<file path="src/rtl/blood_pkg.sv">
// Shared constants and types for the health-digit overlay.
// Includes the BCD digit type, the commit FSM states and the health clamp.
package blood_pkg;

  localparam int          DIGIT_SIZE  = 64;
  localparam int          V_ACTIVE    = 480;
  localparam logic [11:0] TRANSPARENT = 12'h000;

  typedef enum logic [1:0] {IDLE, SHIFT, WAIT_VB} state_t;

  typedef logic [3:0] bcd_t;

  // Two decimal digits cannot show more than 99.
  function automatic logic [6:0] clamp_health(input logic [6:0] value);
    return (value > 7'd99) ? 7'd99 : value;
  endfunction

endpackage

</file>
<file path="src/rtl/bin2bcd_seq.sv">
// Sequential double-dabble: converts a 7-bit value (0-99) into two BCD digits.
// It converts one bit per clock after start and pulses done when tens/ones are final.
module bin2bcd_seq
  import blood_pkg::*;
(
  input  logic       clk,
  input  logic       reset_n,
  input  logic       start,
  input  logic [6:0] bin,
  output logic       done,
  output bcd_t       tens,
  output bcd_t       ones
);

  logic [14:0] scratch;
  logic [14:0] adjusted;
  logic [2:0]  count;
  logic        running;

  // Each BCD nibble of 5 or more gets 3 added before the shift.
  always_comb begin
    adjusted = scratch;
    if (scratch[10:7] >= 4'd5) adjusted[10:7] = scratch[10:7] + 4'd3;
    if (scratch[14:11] >= 4'd5) adjusted[14:11] = scratch[14:11] + 4'd3;
  end

  always_ff @(posedge clk or negedge reset_n) begin
    if (!reset_n) begin
      scratch <= '0;
      count   <= '0;
      running <= 1'b0;
      done    <= 1'b0;
    end else begin
      done <= 1'b0;
      if (start) begin
        scratch <= {8'd0, bin};
        count   <= 3'd7;
        running <= 1'b1;
      end else if (running) begin
        scratch <= {adjusted[13:0], 1'b0};
        count   <= count - 3'd1;
        if (count == 3'd1) begin
          running <= 1'b0;
          done    <= 1'b1;
        end
      end
    end
  end

  assign tens = scratch[14:11];
  assign ones = scratch[10:7];

endmodule

</file>
<file path="src/rtl/blood_digit_renderer.sv">
// Two-digit health overlay: converts health to BCD, commits it during vblank
// and walks the glyph ROM from the pixel stream with a 2-clock output latency.
module blood_digit_renderer
  import blood_pkg::*;
#(
  parameter int X0 = 16,
  parameter int Y0 = 16
) (
  input  logic        clk,
  input  logic        reset_n,
  input  logic [6:0]  health,
  input  logic        health_valid,
  input  logic [9:0]  x,
  input  logic [9:0]  y,
  input  logic        video_on,
  output logic [5:0]  rom_row,
  output logic [5:0]  rom_col,
  output logic [3:0]  rom_digit,
  input  logic [11:0] rom_color,
  output logic [11:0] rgb,
  output logic        sprite_on,
  output logic        busy
);

  localparam logic [10:0] X_LEFT  = 11'(X0);
  localparam logic [10:0] X_MID   = 11'(X0 + DIGIT_SIZE);
  localparam logic [10:0] X_RIGHT = 11'(X0 + 2 * DIGIT_SIZE);
  localparam logic [10:0] Y_TOP   = 11'(Y0);
  localparam logic [10:0] Y_BOT   = 11'(Y0 + DIGIT_SIZE);

  state_t     state;
  logic       pending;
  logic [6:0] pend_val;
  logic       conv_start;
  logic [6:0] conv_val;
  logic       conv_done;
  bcd_t       conv_tens;
  bcd_t       conv_ones;
  bcd_t       disp_tens;
  bcd_t       disp_ones;
  logic [6:0] clamped;
  logic       in_vblank;

  assign clamped   = clamp_health(health);
  assign in_vblank = (y >= 10'(V_ACTIVE));

  bin2bcd_seq u_bin2bcd (
    .clk     (clk),
    .reset_n (reset_n),
    .start   (conv_start),
    .bin     (conv_val),
    .done    (conv_done),
    .tens    (conv_tens),
    .ones    (conv_ones)
  );

  // A strobe arriving during the commit cycle is converted next, behind any older pending value.
  always_ff @(posedge clk or negedge reset_n) begin
    if (!reset_n) begin
      state      <= IDLE;
      busy       <= 1'b0;
      pending    <= 1'b0;
      pend_val   <= '0;
      conv_start <= 1'b0;
      conv_val   <= '0;
      disp_tens  <= '0;
      disp_ones  <= '0;
    end else begin
      conv_start <= 1'b0;
      case (state)
        IDLE: begin
          if (health_valid) begin
            conv_start <= 1'b1;
            conv_val   <= clamped;
            busy       <= 1'b1;
            state      <= SHIFT;
          end
        end
        SHIFT: begin
          if (health_valid) begin
            pending  <= 1'b1;
            pend_val <= clamped;
          end
          if (conv_done) state <= WAIT_VB;
        end
        WAIT_VB: begin
          if (health_valid) begin
            pending  <= 1'b1;
            pend_val <= clamped;
          end
          if (in_vblank) begin
            disp_tens <= conv_tens;
            disp_ones <= conv_ones;
            if (pending) begin
              conv_start <= 1'b1;
              conv_val   <= pend_val;
              pending    <= health_valid;
              state      <= SHIFT;
            end else if (health_valid) begin
              conv_start <= 1'b1;
              conv_val   <= clamped;
              pending    <= 1'b0;
              state      <= SHIFT;
            end else begin
              busy  <= 1'b0;
              state <= IDLE;
            end
          end
        end
        default: state <= IDLE;
      endcase
    end
  end

  logic       in_rows;
  logic       in_tens;
  logic       in_ones;
  logic       hit;
  logic [5:0] tens_col;
  logic [5:0] ones_col;
  logic [5:0] row_off;

  // Box tests use 11-bit compares so the right edge never aliases back to column 0.
  assign in_rows  = ({1'b0, y} >= Y_TOP) && ({1'b0, y} < Y_BOT);
  assign in_tens  = in_rows && ({1'b0, x} >= X_LEFT) && ({1'b0, x} < X_MID);
  assign in_ones  = in_rows && ({1'b0, x} >= X_MID) && ({1'b0, x} < X_RIGHT);
  assign row_off  = 6'(y - 10'(Y0));
  assign tens_col = 6'(x - 10'(X0));
  assign ones_col = 6'(x - 10'(X0) - 10'(DIGIT_SIZE));

  always_comb begin
    rom_row   = '0;
    rom_col   = '0;
    rom_digit = '0;
    hit       = 1'b0;
    if (in_tens) begin
      rom_row   = row_off;
      rom_col   = tens_col;
      rom_digit = disp_tens;
      hit       = (disp_tens != 4'd0);
    end else if (in_ones) begin
      rom_row   = row_off;
      rom_col   = ones_col;
      rom_digit = disp_ones;
      hit       = 1'b1;
    end
  end

  logic hit_d;
  logic sprite_next;

  assign sprite_next = hit_d && (rom_color != TRANSPARENT);

  always_ff @(posedge clk or negedge reset_n) begin
    if (!reset_n) begin
      hit_d     <= 1'b0;
      sprite_on <= 1'b0;
      rgb       <= '0;
    end else begin
      hit_d     <= hit & video_on;
      sprite_on <= sprite_next;
      rgb       <= sprite_next ? rom_color : 12'h000;
    end
  end

endmodule

</file>
<file path="config.mk">
export PLATFORM = sky130hd
export DESIGN_NAME = blood_digit_renderer
export DESIGN_NICKNAME = d
export VERILOG_FILES = /design/src/rtl/blood_pkg.sv /design/src/rtl/bin2bcd_seq.sv /design/src/rtl/blood_digit_renderer.sv
export SDC_FILE = /design/constraint.sdc
export NUM_CORES = 1
export LEC_CHECK = 0
export ABC_AREA = 1
export BUFFER_PORTS_ARGS = -buffer_cell sky130_fd_sc_hd__buf_2
export CORE_AREA = 2 2 114 61
export DETAILED_ROUTE_END_ITERATION = 12
export DIE_AREA = 0 0 116 63
export HOLD_SLACK_MARGIN = 0.15
export PLACE_DENSITY_LB_ADDON = 0.05
export SLEW_MARGIN = 0
export SYNTH_ARGS = -nofsm -noshare
export SYNTH_HDL_FRONTEND = slang
export SYNTH_SLANG_ARGS = --single-unit
</file>
<file path="constraint.sdc">
create_clock -name clk -period 1.9 [get_ports clk]
set_input_delay 0.19 -clock clk [delete_from_list [all_inputs] [get_ports clk]]
set_output_delay 0.19 -clock clk [all_outputs]
set_load 0.01 [all_outputs]
</file>
## After elaboration in Yosys (flattened, before gate mapping)

Cells that the tools add are included.

- $add $sub $neg: 6
- $lt $le $gt $ge: 10
- Equal/unequal tests: 8
- Mux-type cells: 46
- Bitwise logic cells: 1
- Reduce and logical (&&, ||, !) cells: 18

Operators with widths:

| cell | number |
|---|---|
| $mux W15 | 2 |
| $mux W7 | 4 |
| $mux W6 | 4 |
| $mux W1 | 21 |
| $ge A10 B5 Y1 const B | 2 |
| $lt A10 B7 Y1 const B | 2 |
| $pmux W7 S2 | 1 |
| $mux W12 | 1 |
| $mux W4 | 3 |
| $reduce_bool A12 Y1 | 1 |
| $sub A6 B5 Y6 const B | 2 |
| $ge A10 B7 Y1 const B | 1 |
| $ge A10 B9 Y1 const B | 1 |
| $lt A10 B8 Y1 const B | 1 |
| $mux W3 | 3 |
| $ge A4 B3 Y1 const B | 2 |
| $ne A2 B2 Y1 const B | 4 |
| $gt A7 B7 Y1 const B | 1 |
| $logic_and A1 B1 Y1 | 6 |
| $mux W2 | 3 |
| $pmux W1 S2 | 3 |
| $pmux W2 S3 | 1 |
| $reduce_and A2 Y1 | 3 |
| $reduce_bool A2 Y1 | 3 |
| 14 further kinds | 14 |

- Register bits after elaboration: 61
- Bits of input ports: 43
- Output and inout bits: 30
- Word-level logic and storage cells: 104

## Depth between registers and ports, before layout

- Depth in word-level cells: 7
- Gate-level depth with buffers: 12
- Gate-level depth less buffers: 12

## By module

Synthesis repeated with hierarchy kept, for this count alone.

- Cells, all modules: 429
- Area total of the unflattened synthesis: 3482.1 µm²

Modules (own cells, without submodules):

| module | times used | cells each | area each (µm²) | seq. area each (µm²) |
|---|---|---|---|---|
| blood_digit_renderer | 1 | 313 | 2403.6 | 1026.0 |
| bin2bcd_seq | 1 | 116 | 1078.5 | 500.5 |

## Worst setup path before layout

No wires, ideal clock.

- Kind: reg2reg
- From: reg state[0]
- To: reg conv_val[4]
- Library setup time: 123 ps
- Arrival: 1294 ps
- Data required time: 1777 ps
- Slack: 482 ps
- Cell stages (with the launch flop): 9
- Buffers on the path: 0
- Clock period less this slack: 1418 ps
- Cells stage by stage: dfrtp_1 inv_1 ha_1 nand2_2 inv_1 a21oi_1 nand2_1 o21ai_0 o21ai_2

- Longest elaborated chain between the ends: 3
- Elaborated cells between the ends (all ways): 6
- Those cells by class: 2 x eq/ne; 1 x mux; 3 x reduce/logical

RTL lines:

| item | RTL line | text |
|---|---|---|
| start, declared | blood_digit_renderer.sv:31 | `state_t state;` |
| start signal, assigned | blood_digit_renderer.sv:60 | `state <= IDLE;` |
| start signal, assigned | blood_digit_renderer.sv:76 | `state <= SHIFT;` |
| start signal, assigned | blood_digit_renderer.sv:84 | `if (conv_done) state <= WAIT_VB;` |
| $eq A2 B2 Y1 / $logic_not A2 Y1 (equally long branches) | blood_digit_renderer.sv:70 | `case (state)` |
| $ne A2 B2 Y1 (no line) / $reduce_bool A2 Y1 (equally long branches) | -- |  |
| $reduce_and A2 Y1 (no line) | -- |  |
| end signal, assigned | blood_digit_renderer.sv:74 | `conv_val <= clamped;` |
| end signal, assigned | blood_digit_renderer.sv:96 | `conv_val <= pend_val;` |
| end signal, assigned | blood_digit_renderer.sv:101 | `conv_val <= clamped;` |
| end, declared | blood_digit_renderer.sv:35 | `logic [6:0] conv_val;` |

Several ways; a longest one is shown, not always the timed one.
A chain may end at the register's enable or synchronous reset.

## Worst setup path after layout

- From: in x[4]
- To: out rom_digit[2]

- Longest elaborated chain between the ends: 5
- Elaborated cells between the ends (all ways): 10
- Those cells by class: 4 x order compare; 2 x mux; 4 x reduce/logical

RTL lines:

| item | RTL line | text |
|---|---|---|
| start, declared | blood_digit_renderer.sv:13 | `input logic [9:0] x,` |
| $ge A10 B7 Y1 | blood_digit_renderer.sv:126 | `assign in_ones = in_rows && ({1'b0, x} >= X_MID) && ({1'b0, x} < X_RIGHT);` |
| $logic_and A1 B1 Y1 (2 in a row) | blood_digit_renderer.sv:126 |  |
| $mux W4 | blood_digit_renderer.sv:141 | `end else if (in_ones) begin` |
| $mux W4 (*) | blood_digit_renderer.sv:136 | `if (in_tens) begin` |
| end, declared | blood_digit_renderer.sv:18 | `output logic [3:0] rom_digit,` |

Mark *: on every way between the ends. The rest lies on a longest branch, timed or not.

==> qor_table.md <==
| Item | Reported | Unit |
| --- | --- | --- |
| Run status | completed | - |
| Iteration-0 DRC count of the detailed router | 134 | - |
| Min Tclk post-route | 1.593 | ns |
| Count of unresolved DRC violations after routing | 0 | - |
| Maximum net fanout on the critical path | 6 | - |
| Buffers on Ports | 72 | - |
| Final core occ | 0.6842 | - |
| Standard cell core area | 6359 | um2 |
| Maximum resistive drop on vdd | 0.0008794 | V |
| Final routed wire length divided by cell count | 11.58 | um |
| Clock tree from TritonCTS | done | - |
| Layout Skew | 0.003069 | ns |
| Wire length of the first global-routing pass | 12,450 | um |
| Worst-Margin Slew | 0.4616 | ns |
| Number of gates given a new drive strength after cts | 0 | - |
| I/O pin cnt | 73 | - |
| Initial antenna violation count | 0 | - |
| Kind of critical path | input pin to output pin | - |
| Half-perimeter wire length of the detailed placement result | 5046 | um |
| Setup repair after global routing missed its margin | no | - |
| H-tree lvl count | 3 | - |
| Count of final setup violators | 0 | - |
| Synth-to-Final Area Change | 29.11 | % |
| Library cell with the highest instance count after synthesis | nand2_1 | - |
| Tot GR Track Use | 0.2185 | - |
| Clock latency at the later pin of the worst-skew pair | 0.32 | ns |
| Count of nets after finishing | 568 | - |
| FFs w/ async S/R, synth | 1.000 | - |
| Initial cell density of the core | 0.5299 | - |
| Routed Antenna Nets | 0 | - |
| Final WL | 7016 | um |
| Vias | 2,853 | - |
| Routability cong. | 0.7896 | - |
| Post-synthesis cell type with the largest combined area | dfrtp_1 | - |
| Count of state elements after synthesis | 61 | - |
| Number of detailed-routing iterations run before antenna repair | 4 | - |
| Top cell type's share of synthesized area | 0.4530 | - |
| Cell area after synthesis | 3369 | um2 |
| Post-Synthesis Mean Instance Area | 8.159 | um2 |
| CTS Buffer Depth | 2 | - |
| Fin crit share | 0.8386 | - |
| Endpoint type of the worst setup path | output pin | - |
| Hold violation total from the final report | 0 | - |
| Number of antenna repair diodes | 0 | - |
| Startpoint types | input pin | - |
| Worst endpoint data arrival time | 1.40 | ns |
| Prevailing post-synth register cell | dfrtp_1 | - |
| Number of global-route vias before repair | 2,711 | - |
| Final Max Slew Viols | 0 | - |
| # Max-Cap Violations | 0 | - |
| Share of layout cells above drive strength 1 | 0.2549 | - |
| Clk sinks | 61 | - |
| Max frequency | 0.6276 | GHz |
| Fillers | 536 | - |
| Die Wd | 116 | um |
| Maximum number of pins on one net before global-route repair | 62 | - |
| Dominant cells by area after synthesis | dfrtp_1 45%, nand2_1 9.8%, inv_1 8.4% | - |
| Number of buffers inserted during clock tree synthesis | 9 | - |
| Clk Tree Root Cell | clkbuf_16 | - |
| Sequential cell area fraction in the yosys report | 0.4530 | - |
| Hold WC Path Type | input pin to flop | - |
| Final non-filler cell total | 606 | - |
| Synthesized instance count | 413 | - |
| Total Die Area | 7308 | um2 |
| Cell Rows | 21 | - |
| Standard cell area after detailed placement | 3800 | um2 |
| Synth cell types | 34 | - |
| Critical Path RT | 1.71 | ns |
| Power per cell area | 1346 | nW/um2 |
| Synthesized netlist net count | 472 | - |
| Placed Instances | 571 | - |
| Max-slew headroom at the worst pin | 0.6915 | - |
| Cell leakage power | 2.382 | nW |
| Number of synthesized flops with an enable pin | 0 | - |
| Gr ovfl total | 0 | - |
| Mean number of vias per cell | 4.708 | - |
| Leading post-synthesis cells by instance count | 88 x nand2_1, 75 x inv_1, 61 x dfrtp_1, 38 x nor2_1, 25 x o21ai_0 | - |
| DIE HEIGHT | 63 | um |
| Accumulated negative setup slack | 0 | ns |
| Clock-pin slew on the worst setup and hold paths | 0.05 | ns |
| Count of warnings emitted by yosys | 0 | - |
| Layout Cell Area excl Fill | 4350 | um2 |
-- final timing paths --
check,from,endpoint,slack (ns),cells past startpoint
setup / recovery,x[4],rom_digit[2],0.31,13
hold / removal,health[1],pend_val[1],0.19,5
setup reg to reg,state[0],pend_val[0],0.32,6
hold reg to reg,busy,busy,0.47,2
max in group asynchronous,reset_n,u_bin2bcd.scratch[4],1.23,3
min in group asynchronous,reset_n,disp_tens[2],0.41,3
-- kinds of logic (layout without fill, tap and decap cells) --
kind of cell | after synthesis | after routing | synth area share
flip-flops | 61 | 61 | 0.4530
AND/OR/NAND/NOR | 179 | 179 | 0.2432
XOR/XNOR | 3 | 3 | 0.007799
adder cells (fa/ha/maj) | 16 | 16 | 0.05941
AO/OA/AOI/OAI | 68 | 68 | 0.1292
buffers and inverters | 86 | 187 | 0.1073
-- cell usage in the layout, fill, tap and decap left out, drive strengths merged --
| cell type | n |
|---|---|
| buf | 73 |
| inv | 77 |
| nand3 | 21 |
| nor2 | 51 |
| nand2 | 95 |
| o21ai | 40 |
| xor2 | 3 |
| bufinv | 3 |
| nand4 | 4 |
| dlygate4sd3 | 19 |
| nor3 | 2 |
| nand3b | 1 |
| o211ai | 3 |
| dfrtp | 61 |
| o22ai | 6 |
| ha | 16 |
| or2 | 4 |
| a21oi | 13 |
| o31ai | 1 |
| a31oi | 2 |
| clkinv | 2 |
| nor4 | 1 |
| o21bai | 1 |
| clkbuf | 13 |
| a22oi | 2 |
-- layout make-up --
cell class,instances,area [um2],area share
Sequential cell,61,1526,0.3509
Multi-Input combinational cell,266,1481,0.3405
Timing Repair Buffer,92,570.5,0.1311
Inverter,79,296.5,0.06816
Clock buffer,13,270.3,0.06212
Tap cell,92,115.1,0.02646
Clock inverter,3,90.09,0.02071
-- repair_timing --
item | in CTS | in global routing
hold buffers | 19 | 0
setup buffers | 0 | 0
hold endpoints to repair | 79 | 0
-- worst max-delay path, cell delays in order --
cell     delay [ns]
buf_2          0.11
inv_1          0.05
ha_1           0.18
inv_1          0.06
nand2_1        0.05
nand2_1        0.09
nor2_4         0.04
nand2_2        0.08
inv_2          0.06
or2_2          0.26
nand2_1        0.06
nor2_1         0.03
buf_2          0.14
-- per-stage QoR --
step	setup WS (ns)	hold slack (ns)	power (mW)
after floorplan	0.4825	-0.1056	3.480
after global placement	0.3125	0.2200	3.855
after detailed placement	0.2962	0.2185	3.906
after CTS	0.2932	0.1729	5.895
after global routing	0.1236	0.2140	6.318
final	0.3066	0.1889	5.857
-- sequential cells by signal, summed over array words and instances (netlist names) --
register           cells
rgb                   12
pend_val               7
u_bin2bcd.running      1
busy                   1
state                  2
disp_ones              4
disp_tens              4
conv_val               7
u_bin2bcd.scratch     15
u_bin2bcd.done         1
pending                1
u_bin2bcd.count        3
conv_start             1
hit_d                  1
sprite_on              1
-- where the power goes --
part	total [mW]	switching, mW	internal [mW]
Combinational	1.90	1.17	0.728
Clock	1.93	0.538	1.39
Sequential	2.03	0.296	1.74
-- layer usage --
metal / track usage / routed length (um)
met2: 0.3056 / 2935
met3: 0.06499 / 307
met4: 0.05506 / 73
met5: 0 / 0
met1: 0.3298 / 3700
Note: power is estimated with default switching activity, not from simulation.
